[src/rtl/ps2_key_scheduler_pkg.sv]
// Shared constants, FSM encoding and the latched key-event record used by the
// PS/2 key scheduler and its round-robin arbiter.
package ps2_key_scheduler_pkg;

   // Scan-code prefixes emitted ahead of the base code.
   localparam logic [7:0] PS2_EXT_PREFIX   = 8'hE0;
   localparam logic [7:0] PS2_BREAK_PREFIX = 8'hF0;

   // Scheduler FSM encoding.
   localparam logic [1:0] ST_IDLE  = 2'd0;
   localparam logic [1:0] ST_GRANT = 2'd1;
   localparam logic [1:0] ST_SEND  = 2'd2;
   localparam logic [1:0] ST_GAP   = 2'd3;

   // Bytes still owed for the event being transmitted. A set flag means the
   // corresponding byte has not been sent yet; prefixes go out before the code.
   typedef struct packed {
      logic       ext;
      logic       rel;
      logic       code_pend;
      logic [7:0] code;
   } key_event_t;

   localparam key_event_t KEY_EVENT_NONE = '0;

   // Next byte to transmit for an event: E0 first, then F0, then the base code.
   function automatic logic [7:0] event_head(input key_event_t ev);
      if (ev.ext)
         return PS2_EXT_PREFIX;
      else if (ev.rel)
         return PS2_BREAK_PREFIX;
      else
         return ev.code;
   endfunction

   // The same event with its head byte marked as sent.
   function automatic key_event_t event_pop(input key_event_t ev);
      key_event_t rest;
      rest = ev;
      if (ev.ext)
         rest.ext = 1'b0;
      else if (ev.rel)
         rest.rel = 1'b0;
      else
         rest.code_pend = 1'b0;
      return rest;
   endfunction

   // True while at least one byte of the event remains to be sent.
   function automatic logic event_pending(input key_event_t ev);
      return ev.ext | ev.rel | ev.code_pend;
   endfunction

endpackage

[src/rtl/ps2_rr_arbiter.sv]
// Combinational round-robin arbiter: searches upward from last_grant+1
// (wrapping at N_REQ) and picks the first active requester.
module ps2_rr_arbiter #(
   parameter int N_REQ = 4
) (
   input  logic [N_REQ-1:0]         req,
   input  logic [$clog2(N_REQ)-1:0] last_grant,
   output logic [N_REQ-1:0]         grant,
   output logic [$clog2(N_REQ)-1:0] index,
   output logic                     valid
);

   localparam int IW = $clog2(N_REQ);

   // Candidate position before the mod-N_REQ fold; one spare bit keeps
   // last_grant + N_REQ from overflowing.
   logic [IW:0]   sum;
   logic [IW-1:0] cand;

   // Walk the rotated priority order, first hit wins.
   always_comb begin
      // NOTE: every output and temporary gets a default before the loop so no
      // path leaves a value unassigned, which would infer a latch.
      grant = '0;
      index = '0;
      valid = 1'b0;
      sum   = '0;
      cand  = '0;
      for (int off = 1; off <= N_REQ; off++) begin
         sum = {1'b0, last_grant} + (IW+1)'(off);
         if (sum >= (IW+1)'(N_REQ))
            sum = sum - (IW+1)'(N_REQ);
         cand = sum[IW-1:0];
         if (!valid && req[cand]) begin
            valid       = 1'b1;
            index       = cand;
            grant[cand] = 1'b1;
         end
      end
   end

endmodule

[src/rtl/ps2_key_scheduler.sv]
// Serialises key events from N_REQ requesters into PS/2 scan-code bytes for a
// keyboard model: one key_action pulse per byte, exactly GAP_CYCLES apart
// within an event, and a return through IDLE between events.
module ps2_key_scheduler
   import ps2_key_scheduler_pkg::*;
#(
   parameter int N_REQ      = 4,
   parameter int GAP_CYCLES = 80
) (
   input  logic                 clk,
   input  logic                 reset,
   input  logic [N_REQ-1:0]     req,
   input  logic [8*N_REQ-1:0]   req_code,
   input  logic [N_REQ-1:0]     req_ext,
   input  logic [N_REQ-1:0]     req_rel,
   output logic [N_REQ-1:0]     ack,
   output logic                 key_action,
   output logic [7:0]           scan_code,
   output logic                 busy
);

   localparam int IW = $clog2(N_REQ);
   localparam int GW = $clog2(GAP_CYCLES) + 1;
   // Last count value of a gap; the gap spans counts 1..GAP_CYCLES-1.
   localparam logic [GW-1:0] GAP_LAST = GW'(GAP_CYCLES - 1);

   logic [1:0]       state;
   logic [1:0]       state_nxt;
   logic [IW-1:0]    last_grant;
   logic [GW-1:0]    gap_cnt;
   key_event_t       cur_ev;
   key_event_t       win_ev;
   key_event_t       src_ev;
   logic [N_REQ-1:0] arb_grant;
   logic [IW-1:0]    arb_index;
   logic             arb_valid;
   logic             gap_done;

   ps2_rr_arbiter #(
      .N_REQ (N_REQ)
   ) u_arbiter (
      .req        (req),
      .last_grant (last_grant),
      .grant      (arb_grant),
      .index      (arb_index),
      .valid      (arb_valid)
   );

   // Event offered by the arbitration winner, sampled only in GRANT.
   always_comb begin
      win_ev           = KEY_EVENT_NONE;
      win_ev.ext       = req_ext[arb_index];
      win_ev.rel       = req_rel[arb_index];
      win_ev.code_pend = 1'b1;
      win_ev.code      = req_code[{arb_index, 3'b000} +: 8];
   end

   // Byte source: the fresh winner on the first byte, the latched remainder after.
   assign src_ev = (state == ST_GRANT) ? win_ev : cur_ev;

   // With a one-cycle spacing there is no gap phase at all.
   assign gap_done = (GAP_CYCLES <= 1) ? 1'b1 : (gap_cnt == GAP_LAST);

   // Next-state decode.
   always_comb begin
      state_nxt = state;
      case (state)
         ST_IDLE:  if (|req) state_nxt = ST_GRANT;
         // A requester that dropped its req before being acked leaves nothing to
         // serve, so GRANT falls back to IDLE without an ack.
         ST_GRANT: state_nxt = arb_valid ? ST_SEND : ST_IDLE;
         ST_SEND: begin
            if (GAP_CYCLES > 1)
               state_nxt = ST_GAP;
            else
               state_nxt = event_pending(cur_ev) ? ST_SEND : ST_IDLE;
         end
         ST_GAP:   if (gap_done) state_nxt = event_pending(cur_ev) ? ST_SEND : ST_IDLE;
         default:  state_nxt = ST_IDLE;
      endcase
   end

   // State register.
   always_ff @(posedge clk or posedge reset) begin
      // NOTE: non-blocking assignments so every register samples the values
      // from before this edge, independent of statement order.
      if (reset)
         state <= ST_IDLE;
      else
         state <= state_nxt;
   end

   // Round-robin pointer; starts at N_REQ-1 so requester 0 is first in line.
   always_ff @(posedge clk or posedge reset) begin
      if (reset)
         last_grant <= IW'(N_REQ - 1);
      else if (state == ST_GRANT && arb_valid)
         last_grant <= arb_index;
   end

   // Load the outgoing byte and keep the rest of the event, on every entry to SEND.
   always_ff @(posedge clk or posedge reset) begin
      if (reset) begin
         cur_ev    <= KEY_EVENT_NONE;
         scan_code <= 8'h00;
      end else if (state_nxt == ST_SEND) begin
         cur_ev    <= event_pop(src_ev);
         scan_code <= event_head(src_ev);
      end
   end

   // Gap counter: 1 on entry to GAP, cleared whenever GAP is left.
   always_ff @(posedge clk or posedge reset) begin
      if (reset)
         gap_cnt <= '0;
      else if (state_nxt == ST_GAP)
         gap_cnt <= (state == ST_GAP) ? gap_cnt + GW'(1) : GW'(1);
      else
         gap_cnt <= '0;
   end

   // Outputs decode straight from state, so reset clears them at once.
   assign ack        = (state == ST_GRANT) ? arb_grant : '0;
   assign key_action = (state == ST_SEND);
   assign busy       = (state != ST_IDLE);

endmodule

[config.mk]
export PLATFORM = sky130hd
export DESIGN_NAME = ps2_key_scheduler
export DESIGN_NICKNAME = d
export VERILOG_FILES = /design/src/rtl/ps2_key_scheduler_pkg.sv /design/src/rtl/ps2_rr_arbiter.sv /design/src/rtl/ps2_key_scheduler.sv
export SDC_FILE = /design/constraint.sdc
export NUM_CORES = 1
export LEC_CHECK = 0
export ABC_AREA = 1
export BUFFER_PORTS_ARGS = -buffer_cell sky130_fd_sc_hd__buf_2
export CORE_MARGIN = 10
export CORE_UTILIZATION = 58
export CTS_CLUSTER_DIAMETER = 200
export DETAILED_ROUTE_END_ITERATION = 10
export GPL_TIMING_DRIVEN = 0
export PLACE_DENSITY = 0.87
export SLEW_MARGIN = 20
export SYNTH_ARGS = -nofsm -noshare
export SYNTH_HDL_FRONTEND = slang
export SYNTH_SLANG_ARGS = --single-unit
[constraint.sdc]
create_clock -name clk -period 7.4 [get_ports clk]
set_clock_uncertainty 0.2 [all_clocks]
set_input_delay 1.11 -clock clk [delete_from_list [all_inputs] [get_ports clk]]
set_output_delay 1.11 -clock clk [all_outputs]
set_load 0.01 [all_outputs]
=== Word level (Yosys, flattened, before mapping) ===
Index checks and enable logic that the tools add are counted.

* Output and inout port bits: 14
* Register bits: 30
* Input port bits: 46

* Equality and inequality tests: 6
* Add/sub/neg operators: 9
* Shifts and indexed selects: 1
* Muxes and demuxes: 49
* Reduce and logical (&&, ||, !) cells: 14
* Order comparisons: 13
* Bitwise gates (word level): 4

{| class="wikitable"
|+ Operators with widths
! cell !! count
|-
| $mux W8 || 4
|-
| $shiftx A32 B6 Y8 || 1
|-
| $mux W2 || 13
|-
| $mux W4 || 5
|-
| $lt A2 B3 Y1 const B || 5
|-
| $mux W1 || 15
|-
| $bmux W1 S2 || 6
|-
| $ge A3 B3 Y1 const B || 4
|-
| $or A4 B4 Y4 || 3
|-
| $mux W11 || 1
|-
| $add A8 B1 Y8 const B || 1
|-
| $demux W1 S2 || 4
|-
| $eq A2 B2 Y1 const B || 4
|-
| $eq A8 B7 Y1 const B || 1
|-
| $ge A2 B1 Y1 const B || 4
|-
| $logic_and A1 B1 Y1 || 8
|-
| $pmux W2 S4 || 1
|-
| $sub A2 B1 Y2 const B || 4
|-
| $add A2 B2 Y3 const B || 2
|-
| $reduce_or A4 Y1 || 1
|-
| $add A2 B1 Y3 const B || 1
|-
| $add A2 B3 Y3 const B || 1
|-
| $logic_not A1 Y1 || 3
|-
| $eq A2 B1 Y1 const B || 1
|-
| other kinds (3) || 3
|}

=== Longest topological paths before layout ===
* Depth after elaboration: 20
* Depth in mapped cells: 18
* Depth with buffers taken out: 17

=== Hierarchy ===
From an unflattened synthesis, not the netlist that was laid out.

* Cell total of the unflattened synthesis: 364
* Area, all modules: 2343.5 um^2

{| class="wikitable"
|+ Modules (own cells, without submodules)
! module !! seq. area each (um^2) !! times used !! cells each !! area an instance (um^2)
|-
| ps2_key_scheduler || 753.2 || 1 || 290 || 1885.6
|-
| ps2_rr_arbiter || 0.0 || 1 || 74 || 457.9
|}

=== Worst setup path before layout ===
No wires, ideal clock.

* Path type: input-to-output
* Start: input port req[2]
* End: output port ack[1]
* Path slack: 4.019 ns
* Data arrival time: 2.071 ns
* Required time: 6.090 ns
* Stages: 11
* Buffers on the path: 0
* Cell sequence: inv_1 nand2_1 nand3_2 nand2_4 nor2_8 nand2_2 nor2_1 inv_1 o21ai_0 nand2_1 inv_1

* Longest elaborated chain between the ends: 13
* Elaborated cells between the ends (all ways): 25
* Classes of those cells: mux: 16; bitwise: 3; reduce/logical: 6

{| class="wikitable"
|+ Ends and longest elaborated chain
! what !! line !! source
|-
| from (decl) || ps2_key_scheduler.sv:12 || <nowiki>input logic [N_REQ-1:0] req,</nowiki>
|-
| $bmux W1 S2 || ps2_rr_arbiter.sv:34 || <nowiki>if (!valid && req[cand]) begin</nowiki>
|-
| $mux W1 (implied by the code) || ps2_rr_arbiter.sv:34 ||
|-
| $mux W1 || ps2_rr_arbiter.sv:34 ||
|-
| $logic_not A1 Y1 || ps2_rr_arbiter.sv:34 ||
|-
| $logic_and A1 B1 Y1 || ps2_rr_arbiter.sv:34 ||
|-
| $mux W1 || ps2_rr_arbiter.sv:34 ||
|-
| $logic_not A1 Y1 || ps2_rr_arbiter.sv:34 ||
|-
| $logic_and A1 B1 Y1 || ps2_rr_arbiter.sv:34 ||
|-
| $mux W1 || ps2_rr_arbiter.sv:34 ||
|-
| $logic_not A1 Y1 || ps2_rr_arbiter.sv:34 ||
|-
| $logic_and A1 B1 Y1 || ps2_rr_arbiter.sv:34 ||
|-
| $mux W4 * || ps2_rr_arbiter.sv:34 ||
|-
| $mux W4 * || ps2_key_scheduler.sv:123 || <nowiki>assign ack = (state == ST_GRANT) ? arb_grant : '0;</nowiki>
|-
| to (decl) || ps2_key_scheduler.sv:16 || <nowiki>output logic [N_REQ-1:0] ack,</nowiki>
|}

Every way passes the cells marked *; elsewhere a longest branch is shown, timed or not. The select of a mux whose other input is x is not followed.

=== Final worst setup path ===
* Start: register last_grant[0]
* End: output port ack[3]

* Longest elaborated chain between the ends: 16
* Elaborated cells between the ends (all ways): 61
* Classes of those cells: add/sub: 8; order compare: 12; mux: 28; bitwise: 3; reduce/logical: 10

{| class="wikitable"
|+ Ends and longest elaborated chain
! what !! line !! source
|-
| from (decl) || ps2_key_scheduler.sv:29 || <nowiki>logic [IW-1:0] last_grant;</nowiki>
|-
| from (signal assigned) || ps2_key_scheduler.sv:96 || <nowiki>last_grant <= IW'(N_REQ - 1);</nowiki>
|-
| from (signal assigned) || ps2_key_scheduler.sv:98 || <nowiki>last_grant <= arb_index;</nowiki>
|-
| parallel branches: the longest is 14 deep, another holds $add A2 B1 Y3 || - ||
|-
| $mux W4 * || ps2_rr_arbiter.sv:34 ||
|-
| $mux W4 * || ps2_key_scheduler.sv:123 ||
|}

Every way passes the cells marked *. The select of a mux whose other input is x is not followed.

==> results.toml <==
[route]
drt_iter0_drc = 189
viasPerCell = 5.47
finalWirelength_um = 6440
ant_nets = 0
dr.pass1.iters = 5
drc_errors = 0
post_drt_wl_per_cell_um = 14.2
vias = 2489

[sta]
setup_ws_ps = 3470
period_share = 0.531
tns_ps = 0
period_needed_ps = 3930
fmax_mhz = 254
setup_viol = 0
drv_slew = 0
hold_viol_final = 0
relSlewSlack = 0.584
tightestPinTransition_ps = 624
rsz0062_at_grt = "false"

[placement]
place_area_um2 = 2720
place_congestion = 0.917
dpl_worst_slack_ps = 3690
io_buffers = 59
place_hpwl_um = 5070

[die]
fp-row-count = 23
die_w_um = 83.8
die_area_um2 = 7020
core_area_um2 = 3970
initial_core_util = 0.594
fp.dieH_um = 83.8
io_pins = 60

[grt]
track_usage = 0.185
grt.overflow.total = 0
grt_pass1_vias = 2396
grt_first_pass_wirelength_um = 11000
grt_max_degree = 31
antenna_found_initial = 0

[clocking]
clock_sinks = 30
cts_root_buffer = "clkbuf_8"
h-tree-depth = 2
cts_hold_buf = 0
post_cts_buffers = 0
cts_resized = 0
clk_latency_ps = 280
cts_tree = "yes"
clock_path_buffers = 2
path_clk_slew_ps = 70
cts_buffers = 5

[yosys]
ys_ff_latch = 30
syn_inst = 338
syn_area_um2 = 2360
yosysWarningCount = 0
avgSynthCellArea_um2 = 6.98
synth.distinct_cells = 36
ys_seq_area_frac = 0.319
syn_nets = 393

[setup_path]
critPathLaunchType = "flip-flop"
crit_type = "flip-flop to primary output"
cp_max_fo = 10
critical_path_arrival_ps = 2620
crit_path_end_kind = "primary output"
required_ps = 6090

[layout]
nFillCells = 327
regArea_um2 = 753
drive_gt1_frac = 0.277
nNetsFinal = 459
multi_input_area_um2 = 1300
diodes = 0
syn2layout_area_growth_pct = 19.0
final_cell_area_um2 = 2810

[power_and_ir_drop]
ir_drop_v = 0.0000979
swShare = 0.311
p_int_mw = 0.277
power_density_nw_per_um2 = 143
pwr-share-comb = 0.246
p_leak_nw = 1.59
p_seq_frac = 0.409
p_sw_mw = 0.125
power_frac_clock = 0.345
p_total_mw = 0.403

[outcome]
outcome = "complete, no violations"

[job]
maxCapViolations = 0

[min_path]
hold_class = "flip-flop to flip-flop"
[cells in the final DEF, fill, tap and decap left out]
| master | n |
|---|---|
| o21ai_0 | 14 |
| nor3_1 | 2 |
| o211ai_1 | 5 |
| clkbuf_1 | 4 |
| inv_6 | 1 |
| nand2_1 | 70 |
| o21ai_1 | 10 |
| a31oi_1 | 3 |
| buf_6 | 4 |
| nor2_2 | 2 |
| inv_2 | 7 |
| clkinv_2 | 1 |
| o41ai_1 | 1 |
| nand3_1 | 29 |
| clkbuf_8 | 6 |
| buf_2 | 60 |
| nor2_1 | 33 |
| nor2_8 | 1 |
| ha_1 | 9 |
| a21boi_0 | 1 |
| a21oi_4 | 1 |
| nand2_4 | 5 |
| dfstp_2 | 2 |
| nand3_2 | 3 |
| o21ai_2 | 2 |
| o22ai_1 | 2 |
| a21oi_1 | 8 |
| xor2_1 | 2 |
| dfrtp_1 | 28 |
| nor3b_1 | 2 |
| a21oi_2 | 1 |
| o221ai_1 | 2 |
| nand3_4 | 1 |
| nand2_2 | 11 |
| nand4_1 | 10 |
| inv_1 | 56 |
| o21a_1 | 2 |
| or2_2 | 4 |
[cells by family (layout without fill, tap and decap cells)]
group | after synthesis | count (layout) | synth area share
AND/OR/NAND/NOR | 173 | 173 | 0.360
buffers and inverters | 72 | 139 | 0.130
AO/OA/AOI/OAI | 52 | 52 | 0.136
flip-flops | 30 | 30 | 0.319
adder cells (fa/ha/maj) | 9 | 9 | 0.0477
XOR/XNOR | 2 | 2 | 0.00742
[stage by stage]
stage / hold slack, ps / instances / util
floorplan: 248 / 338 / -
global placement: 259 / 447 / 0.684
detailed placement: 264 / 447 / 0.684
CTS: 283 / 455 / 0.707
global route: 320 / 455 / 0.707
finish: 288 / 455 / 0.707
[area by class of cell]
cell class / count / share of cell area
buffer: 8 / 0.0218
clock inverter: 1 / 0.00178
multi-input combinational: 236 / 0.463
tap: 50 / 0.0223
sequential: 30 / 0.268
timing repair buffer: 59 / 0.105
clock buffer: 7 / 0.0307
inverter: 64 / 0.0873
[synth_stat cells (all sizes together)]
cell type	count	area share
a21boi	1	0.0032
a21oi	10	0.028
a31oi	3	0.0080
buf	5	0.021
clkbuf	3	0.0048
dfrtp	28	0.30
dfstp	2	0.022
ha	9	0.048
inv	64	0.10
nand2	86	0.16
nand3	33	0.082
nand4	10	0.027
nor2	36	0.066
nor3	2	0.0042
nor3b	2	0.0064
o211ai	5	0.016
o21a	2	0.0064
o21ai	26	0.058
o221ai	2	0.0074
o22ai	2	0.0053
o41ai	1	0.0037
or2	4	0.011
xor2	2	0.0074
[flip-flops by register name, indices dropped and copies added (netlist names)]
signal,cells
cur_ev,10
gap_cnt,8
scan_code,8
last_grant,2
state,2
[worst max-delay path, cell delays in order (launching register included)]
cell	delay (ps)
dfstp_2	580
buf_6	160
inv_6	70
ha_1	410
inv_1	130
nand2_4	100
nand2_4	80
nor2_8	160
nand2_2	90
nor2_1	90
inv_1	80
o21ai_0	150
nand2_1	70
inv_1	60
buf_2	120
[metal layers]
metal	up-vias	track usage	part of all wire
met1	1155	0.221	0.42
li1	1215	-	-
met2	108	0.318	0.50
met4	0	0.0518	0.013
met5	-	0	0
met3	11	0.0479	0.072
[power by group through the flow]
stage,logic [mW],registers [mW],clock network [mW]
5_1_grt,0.110,0.165,0.147
6_report,0.0990,0.165,0.139
2_1_floorplan,0.0700,0.168,0
3_5_place_dp,0.0972,0.168,0
4_1_cts,0.0984,0.165,0.139
3_3_place_gp,0.0949,0.168,0
[worst paths after layout]
path,cells after the start,endpoint,slack [ps],startpoint
worst max-delay path,14,ack[3],3470,last_grant[0]
worst min-delay path,2,cur_ev[5],290,cur_ev[5]
worst max register to register,17,scan_code[7],4240,last_grant[0]
worst min register to register,2,cur_ev[5],290,cur_ev[5]
max in group asynchronous,2,cur_ev[9],5890,reset
min in group asynchronous,2,scan_code[7],700,reset
(Power assumes the default switching activity.)
